## src/rtl/rcu_rst_seq.sv

```systemverilog
// Reset sequencer for the RCU domain resets: merges external and watchdog reset,
// holds all domains, optionally waits for PLL lock, then releases domains in ascending order.
module rcu_rst_seq #(
  parameter int RST_NUM      = 7,
  parameter int SYNC_STAGES  = 2,
  parameter int HOLD_CYCLES  = 16,
  parameter int STEP_CYCLES  = 4,
  parameter int LOCK_TIMEOUT = 1024
) (
  input  logic               clk_i,
  input  logic               rst_n_i,
  input  logic               wdt_rst_n_i,
  input  logic               pll_en_i,
  input  logic               pll_lock_i,
  output logic [RST_NUM-1:0] rst_n_o,
  output logic               seq_done_o,
  output logic [1:0]         rst_cause_o,
  output logic               lock_tmo_o
);

  localparam int MAX_HS  = (HOLD_CYCLES > STEP_CYCLES) ? HOLD_CYCLES : STEP_CYCLES;
  localparam int MAX_ALL = (MAX_HS > LOCK_TIMEOUT) ? MAX_HS : LOCK_TIMEOUT;
  localparam int CW      = $clog2(MAX_ALL + 1);

  localparam logic [CW-1:0] HOLD_LAST = CW'(HOLD_CYCLES - 1);
  localparam logic [CW-1:0] STEP_LAST = CW'(STEP_CYCLES - 1);
  localparam logic [CW-1:0] LOCK_LAST = CW'(LOCK_TIMEOUT - 1);

  localparam logic [1:0] CAUSE_EXT = 2'b01;
  localparam logic [1:0] CAUSE_WDT = 2'b10;

  typedef enum logic [1:0] {
    ST_HOLD,
    ST_WAIT_LOCK,
    ST_RELEASE,
    ST_DONE
  } state_t;

  state_t                 state_q, state_d;
  logic [CW-1:0]          cnt_q, cnt_d;
  logic [RST_NUM-1:0]     rst_n_q, rst_n_d;
  logic                   done_q, done_d;
  logic [1:0]             cause_q, cause_d;
  logic                   tmo_q, tmo_d;
  logic [SYNC_STAGES-1:0] wdt_sync_q, wdt_sync_d;
  logic [SYNC_STAGES-1:0] lock_sync_q, lock_sync_d;
  logic                   wdt_synced;
  logic                   lock_synced;
  logic [RST_NUM-1:0]     rst_n_next;

  assign wdt_synced  = wdt_sync_q[SYNC_STAGES-1];
  assign lock_synced = lock_sync_q[SYNC_STAGES-1];
  assign rst_n_next  = (rst_n_q << 1) | RST_NUM'(1);

  always_comb begin
    wdt_sync_d  = {wdt_sync_q[SYNC_STAGES-2:0], wdt_rst_n_i};
    lock_sync_d = {lock_sync_q[SYNC_STAGES-2:0], pll_lock_i};
  end

  always_comb begin
    state_d = state_q;
    cnt_d   = cnt_q;
    rst_n_d = rst_n_q;
    done_d  = (state_q == ST_DONE);
    cause_d = cause_q;
    tmo_d   = tmo_q;

    // A watchdog request overrides any step or lock expiry on the same edge.
    if (!wdt_synced) begin
      state_d = ST_HOLD;
      cnt_d   = '0;
      rst_n_d = '0;
      done_d  = 1'b0;
      cause_d = CAUSE_WDT;
      tmo_d   = 1'b0;
    end else begin
      case (state_q)
        ST_HOLD: begin
          if (cnt_q == HOLD_LAST) begin
            state_d = ST_WAIT_LOCK;
            cnt_d   = '0;
          end else begin
            cnt_d = cnt_q + 1'b1;
          end
        end
        ST_WAIT_LOCK: begin
          if (!pll_en_i || lock_synced) begin
            state_d = ST_RELEASE;
            cnt_d   = '0;
          end else if (cnt_q == LOCK_LAST) begin
            state_d = ST_RELEASE;
            cnt_d   = '0;
            tmo_d   = 1'b1;
          end else begin
            cnt_d = cnt_q + 1'b1;
          end
        end
        ST_RELEASE: begin
          if (cnt_q == STEP_LAST) begin
            cnt_d   = '0;
            rst_n_d = rst_n_next;
            if (rst_n_next[RST_NUM-1]) begin
              state_d = ST_DONE;
            end
          end else begin
            cnt_d = cnt_q + 1'b1;
          end
        end
        default: begin
          state_d = ST_DONE;
        end
      endcase
    end
  end

  always_ff @(posedge clk_i or negedge rst_n_i) begin
    if (!rst_n_i) begin
      state_q     <= ST_HOLD;
      cnt_q       <= '0;
      rst_n_q     <= '0;
      done_q      <= 1'b0;
      cause_q     <= CAUSE_EXT;
      tmo_q       <= 1'b0;
      wdt_sync_q  <= '1;
      lock_sync_q <= '0;
    end else begin
      state_q     <= state_d;
      cnt_q       <= cnt_d;
      rst_n_q     <= rst_n_d;
      done_q      <= done_d;
      cause_q     <= cause_d;
      tmo_q       <= tmo_d;
      wdt_sync_q  <= wdt_sync_d;
      lock_sync_q <= lock_sync_d;
    end
  end

  assign rst_n_o     = rst_n_q;
  assign seq_done_o  = done_q;
  assign rst_cause_o = cause_q;
  assign lock_tmo_o  = tmo_q;

endmodule
```

## config.mk

```make
export PLATFORM = sky130hd
export DESIGN_NAME = rcu_rst_seq
export DESIGN_NICKNAME = d
export VERILOG_FILES = /design/src/rtl/rcu_rst_seq.sv
export SDC_FILE = /design/constraint.sdc
export NUM_CORES = 1
export LEC_CHECK = 0
export CORE_MARGIN = 4
export CORE_UTILIZATION = 45
export DETAILED_ROUTE_END_ITERATION = 6
export HOLD_SLACK_MARGIN = 0.02
export PLACE_DENSITY = 0.74
export SYNTH_ARGS = -nofsm -noshare
export SYNTH_HDL_FRONTEND = slang
export SYNTH_SLANG_ARGS = --single-unit
export TNS_END_PERCENT = 30
```

## constraint.sdc

```tcl
create_clock -name clk_i -period 2.2 [get_ports clk_i]
set_clock_uncertainty 0.05 [all_clocks]
set_input_delay 0.22 -clock clk_i [delete_from_list [all_inputs] [get_ports clk_i]]
set_output_delay 0.22 -clock clk_i [all_outputs]
set_load 0.03 [all_outputs]
```

# --- Word-level counts from Yosys, hierarchy flattened ---
# Index checks and enable logic that the tools add are counted.
op_classes:
  n_mux: 21
  addsub: 1
  eq_ne: 16
  reduce_logical: 6
ops:
  columns: ["operator", "count"]
  rows:
  - ["2-to-1 mux 11 bit", 5]
  - ["case mux 11 bit (3 select lines)", 1]
  - ["2-to-1 mux 7 bit", 3]
  - ["2-to-1 mux 2 bit", 6]
  - ["adder 11 x 1 -> 11 bit, second input constant", 1]
  - ["equality test 11 x 10 -> 1 bit, second input constant", 1]
  - ["equality test 11 x 2 -> 1 bit, second input constant", 1]
  - ["equality test 11 x 4 -> 1 bit, second input constant", 1]
  - ["inequality test 3 bit, second input constant", 3]
  - ["inequality test 2 x 1 -> 1 bit, second input constant", 4]
  - ["case mux 2 bit (3 select lines)", 1]
  - ["2-to-1 mux 1 bit", 5]
  - ["equality test 2 bit, second input constant", 2]
  - ["inequality test 4 x 1 -> 1 bit, second input constant", 1]
  - ["inequality test 4 bit, second input constant", 1]
  - ["AND reduction 4 bit", 1]
  - ["AND reduction 3 bit", 1]
  - ["equality test 2 x 1 -> 1 bit, second input constant", 1]
  - ["logical NOT 2 bit", 1]
  - ["inequality test 2 bit, second input constant", 1]
  - ["AND reduction 2 bit", 1]
  - ["logical NOT 1 bit", 1]
  - ["logical OR 1 bit", 1]
word_totals:
  regBits: 28
  input_bits: 5
  elab_cells: 52

# --- Longest topological paths before layout ---
# Gate-level depths: netlist of run 1.
depth:
  word_depth: 5
  depth_mapped: 7
  ltp_nobuf: 7

# --- Worst setup path before layout of run 1 ---
# OpenSTA, ideal clock, no wires.
synth_timing:
  path_kind: "register -> register"
  from: "register state_q[0]"
  to: "register cnt_q[2]"
  t_required_ns: 2.022
  setup_time_ns: 0.128
  t_arrival_ns: 1.887
  slack_ns: 0.134
  path_stages_with_launch: 8
  path_cell_list: "dfrtp_1 > inv_1 > ha_1 > or4bb_1 > o32ai_2 > o21ai_2 > a31oi_1 > o22ai_1"
synth_between:
  elab_chain_len: 3
  word_cells_on_any_way: 6
  classes_between: "3 x eq/ne; 2 x mux; 1 x reduce/logical"
synth_rtl:
  columns: ["element", "line_no", "text"]
  rows:
  - ["from (decl)", "39", "state_t state_q, state_d;"]
  - ["from (signal assigned)", "127", "state_q <= state_d;"]
  - ["equality test 2 bit, or another cell as far along", "77", "case (state_q)"]
  - ["case mux 11 bit (3 select lines)", "77", null]
  - ["2-to-1 mux 11 bit", "69", "if (!wdt_synced) begin"]
  - ["to (signal assigned)", "128", "cnt_q <= cnt_d;"]
  - ["to (decl)", "40", "logic [CW-1:0] cnt_q, cnt_d;"]
# Several ways; a longest one is shown, not always the timed one.
# A chain may end at the register's enable or synchronous reset.

# --- Final worst setup path of run 1 ---
layout_timing:
  from: "register state_q[0]"
  to: "register cnt_q[6]"
# Same word-level chain as after synthesis.

==> results of run 1 <==
## metrics by stage
step                      setup slack, ns  TNS [ns]  cell area, µm²  instances
after floorplan                     0.134         0            1450        140
after global placement              0.121         0            1700        202
after detailed placement           0.0120         0            1700        202
after CTS                         0.00355         0            1770        206
after global routing              -0.0516    -0.268            1790        209
final                              0.0316         0            1790        209
## synth_stat cells (all sizes together) (2+ instances only)
master,count,area [µm²]
a21boi,2,15.0
a21o,2,15.0
a31oi,4,25.0
and2,2,12.5
clkbuf,4,15.0
dfrtp,25,626
dfstp,3,78.8
ha,5,62.6
inv,10,37.5
mux2i,8,80.1
nand2,15,61.3
nand2b,4,25.0
nand3,10,50.1
nand3b,2,15.0
nand4,5,31.3
nor2,6,22.5
nor2b,5,31.3
nor4,2,27.5
o21ai,6,33.8
o22ai,3,18.8
o311ai,2,17.5
or3,2,12.5
## state kept, by name (all words and copies together), names as in the netlist
register and flops:
cnt_q 11, rst_n_o 7, lock_sync_q 2, rst_cause_o 2
state_q 2, wdt_sync_q 2, lock_tmo_o 1, seq_done_o 1
## cells in the final DEF (no fill, tap or decap), types with 3 or more instances in the layout
cell type / instances
sky130_fd_sc_hd__inv_1: 10
sky130_fd_sc_hd__clkdlybuf4s50_1: 15
sky130_fd_sc_hd__nor2_1: 6
sky130_fd_sc_hd__a31oi_1: 4
sky130_fd_sc_hd__nor2b_1: 5
sky130_fd_sc_hd__mux2i_1: 8
sky130_fd_sc_hd__nand2b_1: 4
sky130_fd_sc_hd__dfstp_2: 3
sky130_fd_sc_hd__nand3_1: 10
sky130_fd_sc_hd__o21ai_0: 5
sky130_fd_sc_hd__nand2_1: 13
sky130_fd_sc_hd__dfrtp_1: 25
sky130_fd_sc_hd__clkbuf_4: 3
sky130_fd_sc_hd__ha_1: 5
sky130_fd_sc_hd__nand4_1: 5
sky130_fd_sc_hd__buf_4: 9
sky130_fd_sc_hd__o22ai_1: 3
## repair_timing
| action | in CTS | in global routing |
|---|---|---|
| setup buffers | 0 | 3 |
| endpoints found under the setup margin | 5 | 9 |
| resized for setup | 2 | 0 |
## area by class of cell
cell class / instances / area [µm²]
multi-input cells: 98 / 707
clock buffers: 3 / 22.5
inverters: 10 / 37.5
repair buffers: 25 / 238
fillers: 258 / 1260
clock inverters: 1 / 30.0
flip-flops and latches: 28 / 704
well taps: 44 / 55.1
## critical path, stage by stage (launching register included)
cell                      delay [ns]
sky130_fd_sc_hd__dfrtp_1        0.42
sky130_fd_sc_hd__inv_1          0.07
sky130_fd_sc_hd__ha_1           0.29
sky130_fd_sc_hd__or4bb_1        0.44
sky130_fd_sc_hd__o32ai_4        0.31
sky130_fd_sc_hd__a21oi_2        0.14
sky130_fd_sc_hd__a21o_1         0.17
sky130_fd_sc_hd__a22o_1         0.17
## power groups by stage
stage	sequential [mW]	combinational (mW)	clock, mW
2_1_floorplan	0.539	0.0266	0
3_3_place_gp	0.542	0.0496	0
3_5_place_dp	0.543	0.0516	0
4_1_cts	0.533	0.0520	0.350
5_1_grt	0.535	0.0580	0.374
6_report	0.533	0.0512	0.343
## metal layers
| metal | GRT usage [%] | wire (µm) | up-vias | share of wire [%] |
|---|---|---|---|---|
| met3 | 3.12 | 145 | 7 | 4.9 |
| met5 | 0 | 0 | - | 0 |
| met4 | 6.86 | 63 | 0 | 2.1 |
| met1 | 22.0 | 1330 | 533 | 45 |
| met2 | 26.3 | 1390 | 38 | 47 |
| li1 | - | - | 553 | - |
## logic make-up (layout without fill, tap and decap cells)
logic type	Yosys count	count (layout)	share of synthesized area (%)
adders and majority gates	5	5	4.33
and+or+nand+nor	59	59	23.8
muxes	8	8	5.54
AOI/OAI and AO/OA	26	26	13.9
DFF	28	28	48.7
buffers and inverters	14	39	3.64
## worst paths after layout
check | end | from | cells after the start
min in group clk_i | wdt_sync_q[0] | wdt_rst_n_i | 1
worst max-delay path | cnt_q[6] | state_q[0] | 7
worst min register to register | wdt_sync_q[1] | wdt_sync_q[0] | 0
worst max register to register | cnt_q[6] | state_q[0] | 7
max in group asynchronous | wdt_sync_q[1] | rst_n_i | 2
worst min-delay path | rst_n_o[6] | rst_n_i | 2
==> flow_results.xml, run 1 <==
<?xml version="1.0" encoding="UTF-8"?>
<metrics>
  <group name="run_status">
    <metric name="outcome" unit="">finished clean</metric>
  </group>
  <group name="timing">
    <metric name="finalMaxSlewViolations" unit="">0</metric>
    <metric name="tightest_slew" unit="ns">0.587</metric>
    <metric name="finalSetupViolCount" unit="">0</metric>
    <metric name="timing.hold.ws" unit="ns">0.178</metric>
    <metric name="rsz0062_at_grt" unit="">yes</metric>
    <metric name="slew_headroom" unit="%">60.5</metric>
    <metric name="min_period_over_period" unit="%">98.6</metric>
    <metric name="finalCriticalPeriod" unit="ns">2.17</metric>
    <metric name="timing.final.hold_violations" unit="">0</metric>
    <metric name="max_freq" unit="MHz">461</metric>
  </group>
  <group name="logic_synthesis">
    <metric name="synthesis.area_per_instance" unit="µm²">10.3</metric>
    <metric name="yosysSeqAreaShare" unit="%">48.7</metric>
    <metric name="synth_warnings" unit="">0</metric>
    <metric name="netlist-cell-type-count" unit="">38</metric>
    <metric name="number_of_enable_type_register_cells_in_the_synthesized_netlist" unit="">0</metric>
    <metric name="synth-seq-cells" unit="">28</metric>
    <metric name="netlist_instances" unit="">140</metric>
    <metric name="synth_nets" unit="">150</metric>
    <metric name="asyncSetResetFlopFracSynth" unit="%">100</metric>
    <metric name="ys_dominant_reg_cell" unit="">sky130_fd_sc_hd__dfrtp_1</metric>
    <metric name="synth.cell_area" unit="µm²">1450</metric>
  </group>
  <group name="pwr">
    <metric name="total_power" unit="µW">927</metric>
    <metric name="clock_power_share" unit="%">37.0</metric>
    <metric name="switchingPower" unit="µW">195</metric>
    <metric name="p_leak" unit="nW">0.772</metric>
    <metric name="seq_power_share" unit="%">57.5</metric>
    <metric name="power.density" unit="nW/µm²">517</metric>
    <metric name="power_report.internal_total" unit="µW">732</metric>
    <metric name="power.share.combinational" unit="%">5.5</metric>
    <metric name="vdd_drop_max" unit="mV">0.308</metric>
    <metric name="sw_frac_of_total" unit="%">21.0</metric>
  </group>
  <group name="global_routing">
    <metric name="antenna_found_initial" unit="">0</metric>
    <metric name="grt_max_degree" unit="">29</metric>
    <metric name="gr-total-overflow" unit="">0</metric>
    <metric name="first_global_vias" unit="">1144</metric>
    <metric name="grt_pass1_wl" unit="µm">5380</metric>
    <metric name="globalRouteTotalUtil" unit="%">16.5</metric>
  </group>
  <group name="setup_path">
    <metric name="worst-path-max-fanout" unit="">4</metric>
    <metric name="worst-endpoint-arrival" unit="ns">2.36</metric>
    <metric name="critical_path_required" unit="ns">2.39</metric>
    <metric name="worst-setup-path-type" unit="">reg -&gt; reg</metric>
    <metric name="ff2ff_setup_slack" unit="ns">0.03</metric>
    <metric name="worst_setup_path_start_kind" unit="">flop</metric>
    <metric name="setup.worst_path.end_class" unit="">flop</metric>
  </group>
  <group name="finish">
    <metric name="fin_util" unit="%">58.8</metric>
    <metric name="num_antenna_cells" unit="">0</metric>
    <metric name="final_layout_size_suffix_gt1_share" unit="%">16.4</metric>
    <metric name="layout-area-overhead-vs-synth" unit="%">24.2</metric>
    <metric name="layout.nets" unit="">176</metric>
  </group>
  <group name="min_path">
    <metric name="worst_hold_path_type" unit="">in -&gt; async</metric>
  </group>
  <group name="run">
    <metric name="cap_violations" unit="">0</metric>
  </group>
  <group name="clock_tree">
    <metric name="cts.root.buffer_cell" unit="">sky130_fd_sc_hd__clkbuf_4</metric>
    <metric name="clkTransAtPathRegs" unit="ns">0.16</metric>
    <metric name="clock_tree.htree_level_count" unit="">1</metric>
    <metric name="cts.sinks" unit="">28</metric>
    <metric name="clock_tree.buffer_depth" unit="">2</metric>
    <metric name="cts-hold-fix-buffers" unit="">0</metric>
    <metric name="clkLatencyLatePin" unit="ns">0.34</metric>
    <metric name="cts_tree" unit="">built</metric>
    <metric name="cts_inserted_buffers" unit="">3</metric>
  </group>
  <group name="route">
    <metric name="routed_wire_length_per_instance" unit="µm">14.0</metric>
    <metric name="route.vias.total" unit="">1131</metric>
    <metric name="drt-pass1-iter-count" unit="">4</metric>
    <metric name="detail_route.iter0.violations" unit="">47</metric>
    <metric name="drc" unit="">0</metric>
    <metric name="vias_per_cell" unit="">5.41</metric>
    <metric name="wirelength" unit="µm">2930</metric>
    <metric name="final_antenna_net_count" unit="">0</metric>
  </group>
  <group name="placed_design">
    <metric name="place.detailed.hpwl" unit="µm">2130</metric>
    <metric name="globalplace.congestion" unit="">0.907</metric>
    <metric name="numPortBuffers" unit="">15</metric>
  </group>
  <group name="floorplan">
    <metric name="pin_count" unit="">16</metric>
    <metric name="rows" unit="">20</metric>
    <metric name="die-width" unit="µm">64.7</metric>
    <metric name="die_h" unit="µm">64.7</metric>
    <metric name="core" unit="µm²">3050</metric>
    <metric name="floorplan.initialDensity" unit="%">47.3</metric>
    <metric name="design.die.area" unit="µm²">4180</metric>
  </group>
</metrics>
(Power assumes the default switching activity.)
==> inputs of run 2 (changes only) <==
Clock period 2.2 ns to 1.8 ns, I/O delays scaled along.
==> run 2 against run 1 <==
Against the previous run:
- the run now ends with setup timing left
- first-iteration DRC count rose by 49%
- cell count rose by 7.7%
- combinational power rose by 46%
- global-route usage rose by 0.64 points
- sequential share of layout area fell by 3.1 points
- critical path depth did not move
- die area did not move
- flip-flop and latch count did not move
- utilization rose by 5.1 points
- power rose by 23%
- register-to-register slack got worse by 0.38 ns
- count of clock-buffer cells in the layout did not move
- critical path type unchanged
- largest power group unchanged
==> flow_results.xml, run 2 (synthesized netlist as in run 1, its figures left out) <==
<?xml version="1.0" encoding="UTF-8"?>
<metrics>
  <group name="setup_path">
    <metric name="worst_r2r_dst" unit="">cnt_q[2]</metric>
    <metric name="ff2ff_setup_slack" unit="ns">-0.35</metric>
    <metric name="worst-setup-path-type" unit="">reg -&gt; reg</metric>
    <metric name="worst-endpoint-arrival" unit="ns">2.33</metric>
    <metric name="worst-path-max-fanout" unit="">5</metric>
    <metric name="crit_path_end" unit="">cnt_q[2]</metric>
    <metric name="critical_path_required" unit="ns">1.98</metric>
    <metric name="reg2reg_depth" unit="">7</metric>
    <metric name="crit_start" unit="">state_q[1]</metric>
    <metric name="worst_setup_path_start_kind" unit="">flop</metric>
    <metric name="reg_to_reg_start" unit="">state_q[1]</metric>
    <metric name="setup.worst_path.end_class" unit="">flop</metric>
  </group>
  <group name="clock_tree">
    <metric name="clkLatencyLatePin" unit="ns">0.33</metric>
    <metric name="clock_tree.buffer_depth" unit="">2</metric>
    <metric name="cts.root.buffer_cell" unit="">sky130_fd_sc_hd__clkbuf_4</metric>
    <metric name="clkTransAtPathRegs" unit="ns">0.15</metric>
    <metric name="clock_tree.htree_level_count" unit="">1</metric>
    <metric name="cts.sinks" unit="">28</metric>
    <metric name="cts_tree" unit="">built</metric>
    <metric name="cts-hold-fix-buffers" unit="">0</metric>
    <metric name="cts_inserted_buffers" unit="">3</metric>
  </group>
  <group name="route">
    <metric name="drt-pass1-iter-count" unit="">4</metric>
    <metric name="wirelength" unit="µm">3430</metric>
    <metric name="detail_route.iter0.violations" unit="">70</metric>
    <metric name="drc" unit="">0</metric>
    <metric name="route.vias.total" unit="">1260</metric>
    <metric name="vias_per_cell" unit="">5.60</metric>
    <metric name="final_antenna_net_count" unit="">0</metric>
    <metric name="routed_wire_length_per_instance" unit="µm">15.2</metric>
  </group>
  <group name="finish">
    <metric name="regMostFlops" unit="">cnt_q</metric>
    <metric name="layout-area-overhead-vs-synth" unit="%">34.9</metric>
    <metric name="layout.nets" unit="">192</metric>
    <metric name="largest_reg_flops" unit="">11</metric>
    <metric name="layout_common_cells" unit="">25 x sky130_fd_sc_hd__dfrtp_1, 25 x sky130_fd_sc_hd__buf_4, 14 x sky130_fd_sc_hd__clkdlybuf4s50_1, 13 x sky130_fd_sc_hd__nand2_1, 10 x sky130_fd_sc_hd__nand3_1</metric>
    <metric name="non_filler_cells_in_the_finished_layout" unit="">225</metric>
    <metric name="final_layout_size_suffix_gt1_share" unit="%">27.6</metric>
    <metric name="num_antenna_cells" unit="">0</metric>
  </group>
  <group name="timing">
    <metric name="slew_headroom" unit="%">72.8</metric>
    <metric name="finalSetupViolCount" unit="">20</metric>
    <metric name="finalMaxSlewViolations" unit="">0</metric>
    <metric name="fin_ws" unit="ns">-0.351</metric>
    <metric name="rsz0062_at_grt" unit="">yes</metric>
    <metric name="tightest_slew" unit="ns">0.405</metric>
    <metric name="finalCriticalPeriod" unit="ns">2.15</metric>
    <metric name="timing.final.hold_violations" unit="">0</metric>
    <metric name="max_freq" unit="MHz">465</metric>
    <metric name="min_period_over_period" unit="%">120</metric>
  </group>
  <group name="placed_design">
    <metric name="globalplace.congestion" unit="">0.860</metric>
    <metric name="place.detailed.hpwl" unit="µm">2470</metric>
    <metric name="numPortBuffers" unit="">15</metric>
    <metric name="post-place-cells" unit="">219</metric>
  </group>
  <group name="pwr">
    <metric name="total_power" unit="mW">1.14</metric>
    <metric name="power.density" unit="nW/µm²">584</metric>
    <metric name="vdd_drop_max" unit="mV">0.438</metric>
    <metric name="p_leak" unit="nW">0.868</metric>
  </group>
  <group name="global_routing">
    <metric name="globalRouteTotalUtil" unit="%">17.1</metric>
    <metric name="antenna_found_initial" unit="">0</metric>
    <metric name="first_global_vias" unit="">1296</metric>
    <metric name="gr-total-overflow" unit="">0</metric>
    <metric name="grt_max_degree" unit="">29</metric>
    <metric name="grt_pass1_wl" unit="µm">5670</metric>
  </group>
  <group name="run">
    <metric name="cap_violations" unit="">0</metric>
  </group>
  <group name="floorplan">
    <metric name="die-width" unit="µm">64.7</metric>
    <metric name="rows" unit="">20</metric>
    <metric name="die_h" unit="µm">64.7</metric>
    <metric name="design.die.area" unit="µm²">4180</metric>
    <metric name="core" unit="µm²">3050</metric>
    <metric name="pin_count" unit="">16</metric>
    <metric name="floorplan.initialDensity" unit="%">47.3</metric>
  </group>
  <group name="run_status">
    <metric name="outcome" unit="">finished, violations left</metric>
    <metric name="failed_checks" unit="">setup timing</metric>
  </group>
  <group name="min_path">
    <metric name="worst_hold_path_type" unit="">in -&gt; async</metric>
  </group>
</metrics>
==> run 2: changes by cell type in the layout (fill, tap and decap cells not counted), sizes merged <==
cell and delta:
buf +15, clkdlybuf4s50 -1, dlymetal6s2s +1, o21ai +1
==> run 2: per-stage QoR <==
step                      hold WS (ns)  utilization [%]  setup TNS (ns)  worst slack, ns  area, µm²
after floorplan                 -0.166                -           -2.57           -0.251       1460
after global routing             0.183             63.9           -5.66           -0.408       1950
after global placement           0.284             59.9           -3.12           -0.240       1830
final                            0.159             63.9           -4.03           -0.351       1950
after CTS                        0.166             62.4           -3.76           -0.297       1910
after detailed placement         0.297             59.9           -4.30           -0.358       1830
==> run 2: repair_timing <==
action,CTS,global route
endpoints found under the setup margin,20,22
setup buffers,0,1
resized for setup,5,7
pin swaps,8,4
gates cloned,0,1
==> run 2: worst min-delay path by stage <==
stage	depth (start not counted)	to
2_1_floorplan	0	cnt_q[0]
5_1_grt	1	wdt_sync_q[0]
3_3_place_gp	0	lock_sync_q[1]
3_5_place_dp	0	lock_sync_q[1]
6_report	2	state_q[1]
4_1_cts	2	state_q[1]
==> run 2: layout make-up <==
| type | instances | area [µm²] |
|---|---|---|
| fill | 255 | 1100 |
| multi-input combinational | 99 | 759 |
| sequential | 28 | 704 |
| timing repair buffer | 40 | 340 |
| tap | 44 | 55.1 |
| inverter | 10 | 37.5 |
| clock inverter | 1 | 30.0 |
| clock buffer | 3 | 22.5 |
==> run 2: critical path: stages (launching register included) <==
cell                      delay (ns)
sky130_fd_sc_hd__dfrtp_1        0.40
sky130_fd_sc_hd__inv_2          0.06
sky130_fd_sc_hd__ha_4           0.26
sky130_fd_sc_hd__or4bb_1        0.44
sky130_fd_sc_hd__o32ai_4        0.34
sky130_fd_sc_hd__o21ai_4        0.15
sky130_fd_sc_hd__a31oi_2        0.23
sky130_fd_sc_hd__o22ai_1        0.11
==> run 2: where the power goes <==
group	internal, mW	switching [mW]	total, mW
clock	0.225	0.189	0.414
combinational	0.0344	0.0404	0.0748
sequential	0.641	0.00900	0.650
==> run 2: metal layers <==
layer | vias up | part of all wire (%) | GRT usage [%]
met1 | 611 | 38 | 19.2
met2 | 51 | 53 | 32.0
li1 | 587 | - | -
met5 | - | 0 | 0
met4 | 0 | 2.2 | 6.86
met3 | 11 | 6.7 | 2.77
==> inputs of run 3 (changes only) <==
Settings changed: SKIP_LAST_GASP set to 1, SLEW_MARGIN set to 20.
==> run 3 against run 2 <==
Against the previous run:
- the run still ends with setup timing left
- count of clock-buffer cells in the layout unchanged
- critical path depth unchanged
- worst hold slack about the same
- global-route usage about the same
- die area unchanged
- clock power about the same
- non-clock buffer count increased by 1
- largest cell class unchanged
- power about the same
- sequential share of layout area increased by 0.26 points
- first-iteration DRC count decreased by 23%
- routed wire length decreased by 2.3%
- flip-flop and latch count unchanged
- largest power group unchanged
==> flow_results.xml, run 3 (synthesized netlist as in run 1, its figures left out) <==
<?xml version="1.0" encoding="UTF-8"?>
<metrics>
  <group name="run_status">
    <metric name="outcome" unit="">finished, violations left</metric>
    <metric name="failed_checks" unit="">setup timing</metric>
  </group>
  <group name="floorplan">
    <metric name="pin_count" unit="">16</metric>
    <metric name="core" unit="µm²">3050</metric>
    <metric name="design.die.area" unit="µm²">4180</metric>
    <metric name="rows" unit="">20</metric>
    <metric name="die-width" unit="µm">64.7</metric>
    <metric name="die_h" unit="µm">64.7</metric>
    <metric name="floorplan.initialDensity" unit="%">47.3</metric>
  </group>
  <group name="finish">
    <metric name="layout.filler_cells" unit="">263</metric>
    <metric name="multiInputGateArea" unit="µm²">741</metric>
    <metric name="largest_reg_flops" unit="">11</metric>
    <metric name="final_layout_size_suffix_gt1_share" unit="%">26.9</metric>
    <metric name="regMostFlops" unit="">cnt_q</metric>
    <metric name="layout-area-overhead-vs-synth" unit="%">33.9</metric>
    <metric name="register_area" unit="µm²">704</metric>
    <metric name="layout.nets" unit="">193</metric>
    <metric name="non_filler_cells_in_the_finished_layout" unit="">226</metric>
    <metric name="num_antenna_cells" unit="">0</metric>
    <metric name="layout_common_cells" unit="">26 x sky130_fd_sc_hd__buf_4, 25 x sky130_fd_sc_hd__dfrtp_1, 15 x sky130_fd_sc_hd__clkdlybuf4s50_1, 13 x sky130_fd_sc_hd__nand2_1, 10 x sky130_fd_sc_hd__nand3_1</metric>
    <metric name="mostFrequentLayoutCell" unit="">sky130_fd_sc_hd__buf_4</metric>
  </group>
  <group name="global_routing">
    <metric name="gr-total-overflow" unit="">0</metric>
    <metric name="globalRouteTotalUtil" unit="%">17.1</metric>
    <metric name="first_global_vias" unit="">1298</metric>
    <metric name="grt_pass1_wl" unit="µm">5660</metric>
    <metric name="antenna_found_initial" unit="">0</metric>
    <metric name="grt_max_degree" unit="">29</metric>
  </group>
  <group name="setup_path">
    <metric name="crit_path_cell_trace" unit="">inv_2 &gt; ha_4 &gt; or4bb_1 &gt; o32ai_4 &gt; o21ai_4 &gt; a31oi_2 &gt; o22ai_1</metric>
    <metric name="worst-path-max-fanout" unit="">5</metric>
    <metric name="worst-setup-path-type" unit="">reg -&gt; reg</metric>
    <metric name="crit_start" unit="">state_q[1]</metric>
    <metric name="critical_path_required" unit="ns">1.98</metric>
    <metric name="worst_setup_path_start_kind" unit="">flop</metric>
    <metric name="worst_r2r_dst" unit="">cnt_q[2]</metric>
    <metric name="crit_path_max_cell_delay" unit="ns">0.44</metric>
    <metric name="worst-endpoint-arrival" unit="ns">2.31</metric>
    <metric name="ff2ff_setup_slack" unit="ns">-0.33</metric>
    <metric name="reg2reg_depth" unit="">7</metric>
    <metric name="cpMaxStageDelayCell" unit="">sky130_fd_sc_hd__or4bb_1</metric>
    <metric name="setup.worst_path.end_class" unit="">flop</metric>
    <metric name="reg_to_reg_start" unit="">state_q[1]</metric>
  </group>
  <group name="placed_design">
    <metric name="post-place-cells" unit="">219</metric>
    <metric name="globalplace.congestion" unit="">0.860</metric>
    <metric name="place.detailed.hpwl" unit="µm">2470</metric>
    <metric name="numPortBuffers" unit="">15</metric>
  </group>
  <group name="pwr">
    <metric name="total_power" unit="mW">1.14</metric>
    <metric name="power.density" unit="nW/µm²">588</metric>
    <metric name="p_leak" unit="nW">0.855</metric>
    <metric name="vdd_drop_max" unit="mV">0.439</metric>
  </group>
  <group name="clock_tree">
    <metric name="cts.root.buffer_cell" unit="">sky130_fd_sc_hd__clkbuf_4</metric>
    <metric name="cts_tree" unit="">built</metric>
    <metric name="clkLatencyLatePin" unit="ns">0.33</metric>
    <metric name="cts.sinks" unit="">28</metric>
    <metric name="clkTransAtPathRegs" unit="ns">0.15</metric>
    <metric name="clock_tree.buffer_depth" unit="">2</metric>
    <metric name="clock_tree.htree_level_count" unit="">1</metric>
    <metric name="cts-hold-fix-buffers" unit="">0</metric>
    <metric name="cts_inserted_buffers" unit="">3</metric>
  </group>
  <group name="min_path">
    <metric name="worst_hold_path_type" unit="">in -&gt; async</metric>
  </group>
  <group name="timing">
    <metric name="max_freq" unit="MHz">468</metric>
    <metric name="tightest_slew" unit="ns">0.558</metric>
    <metric name="slew_headroom" unit="%">62.5</metric>
    <metric name="min_period_over_period" unit="%">119</metric>
    <metric name="timing.final.hold_violations" unit="">0</metric>
    <metric name="finalMaxSlewViolations" unit="">0</metric>
    <metric name="fin_ws" unit="ns">-0.335</metric>
    <metric name="finalSetupViolCount" unit="">20</metric>
    <metric name="finalCriticalPeriod" unit="ns">2.13</metric>
    <metric name="rsz0062_at_grt" unit="">yes</metric>
  </group>
  <group name="route">
    <metric name="routed_wire_length_per_instance" unit="µm">14.8</metric>
    <metric name="route.vias.total" unit="">1257</metric>
    <metric name="drt-pass1-iter-count" unit="">4</metric>
    <metric name="detail_route.iter0.violations" unit="">54</metric>
    <metric name="drc" unit="">0</metric>
    <metric name="final_antenna_net_count" unit="">0</metric>
    <metric name="vias_per_cell" unit="">5.56</metric>
    <metric name="wirelength" unit="µm">3350</metric>
  </group>
  <group name="run">
    <metric name="cap_violations" unit="">0</metric>
  </group>
</metrics>
run 3: metrics by stage:
stage | hold slack [ns] | area (µm²) | setup TNS, ns | setup WS (ns) | utilization, %
finish | 0.159 | 1940 | -4.47 | -0.335 | 63.4
global route | 0.183 | 1940 | -6.40 | -0.408 | 63.4
CTS | 0.166 | 1900 | -4.22 | -0.307 | 62.2
detailed placement | 0.297 | 1830 | -4.30 | -0.358 | 59.9
global placement | 0.284 | 1830 | -3.12 | -0.240 | 59.9
floorplan | -0.166 | 1460 | -2.57 | -0.251 | -
run 3: how the worst max path moves through the flow:
stage | endpoint | slack, ns | cells after the start
2_1_floorplan | cnt_q[2] | -0.25 | 7
3_3_place_gp | cnt_q[10] | -0.24 | 7
3_5_place_dp | cnt_q[2] | -0.36 | 7
4_1_cts | cnt_q[2] | -0.31 | 7
5_1_grt | cnt_q[2] | -0.41 | 7
6_report | cnt_q[2] | -0.33 | 7
run 3: area by class of cell:
cell class / instances / area share [%]
Clock buffer: 3 / 1.16
Clock inverter: 1 / 1.55
Inverter: 10 / 1.94
Multi-Input combinational cell: 99 / 38.3
Sequential cell: 28 / 36.4
Tap cell: 44 / 2.84
Timing Repair Buffer: 41 / 17.8
run 3: report_power, final:
group	internal, mW	switching (mW)
Clock	0.225	0.189
Combinational	0.0341	0.0397
Sequential	0.641	0.00888
Total	0.901	0.238
run 3: critical path, delay by kind of cell, from the launching register on:
family	cells	cell delay, ns
and+or+nand+nor	1	0.44
DFF	1	0.39
buffers and inverters	1	0.06
AOI/OAI and AO/OA	4	0.83
adders and majority gates	1	0.26
run 3: what timing repair did:
item	CTS	global route
gates cloned	0	1
setup buffers	0	2
pin swaps	2	3
setup endpoints to repair	20	22
resized for setup	2	2
run 3: per-layer routing:
metal  global-route usage (%)  part of all wire (%)  vias to the layer above
li1                         -                     -                      588
met1                     19.3                    41                      612
met2                     31.7                    52                       43
met3                     2.77                   4.9                       14
met4                     6.86                   1.9                        0
met5                        0                     0                        -
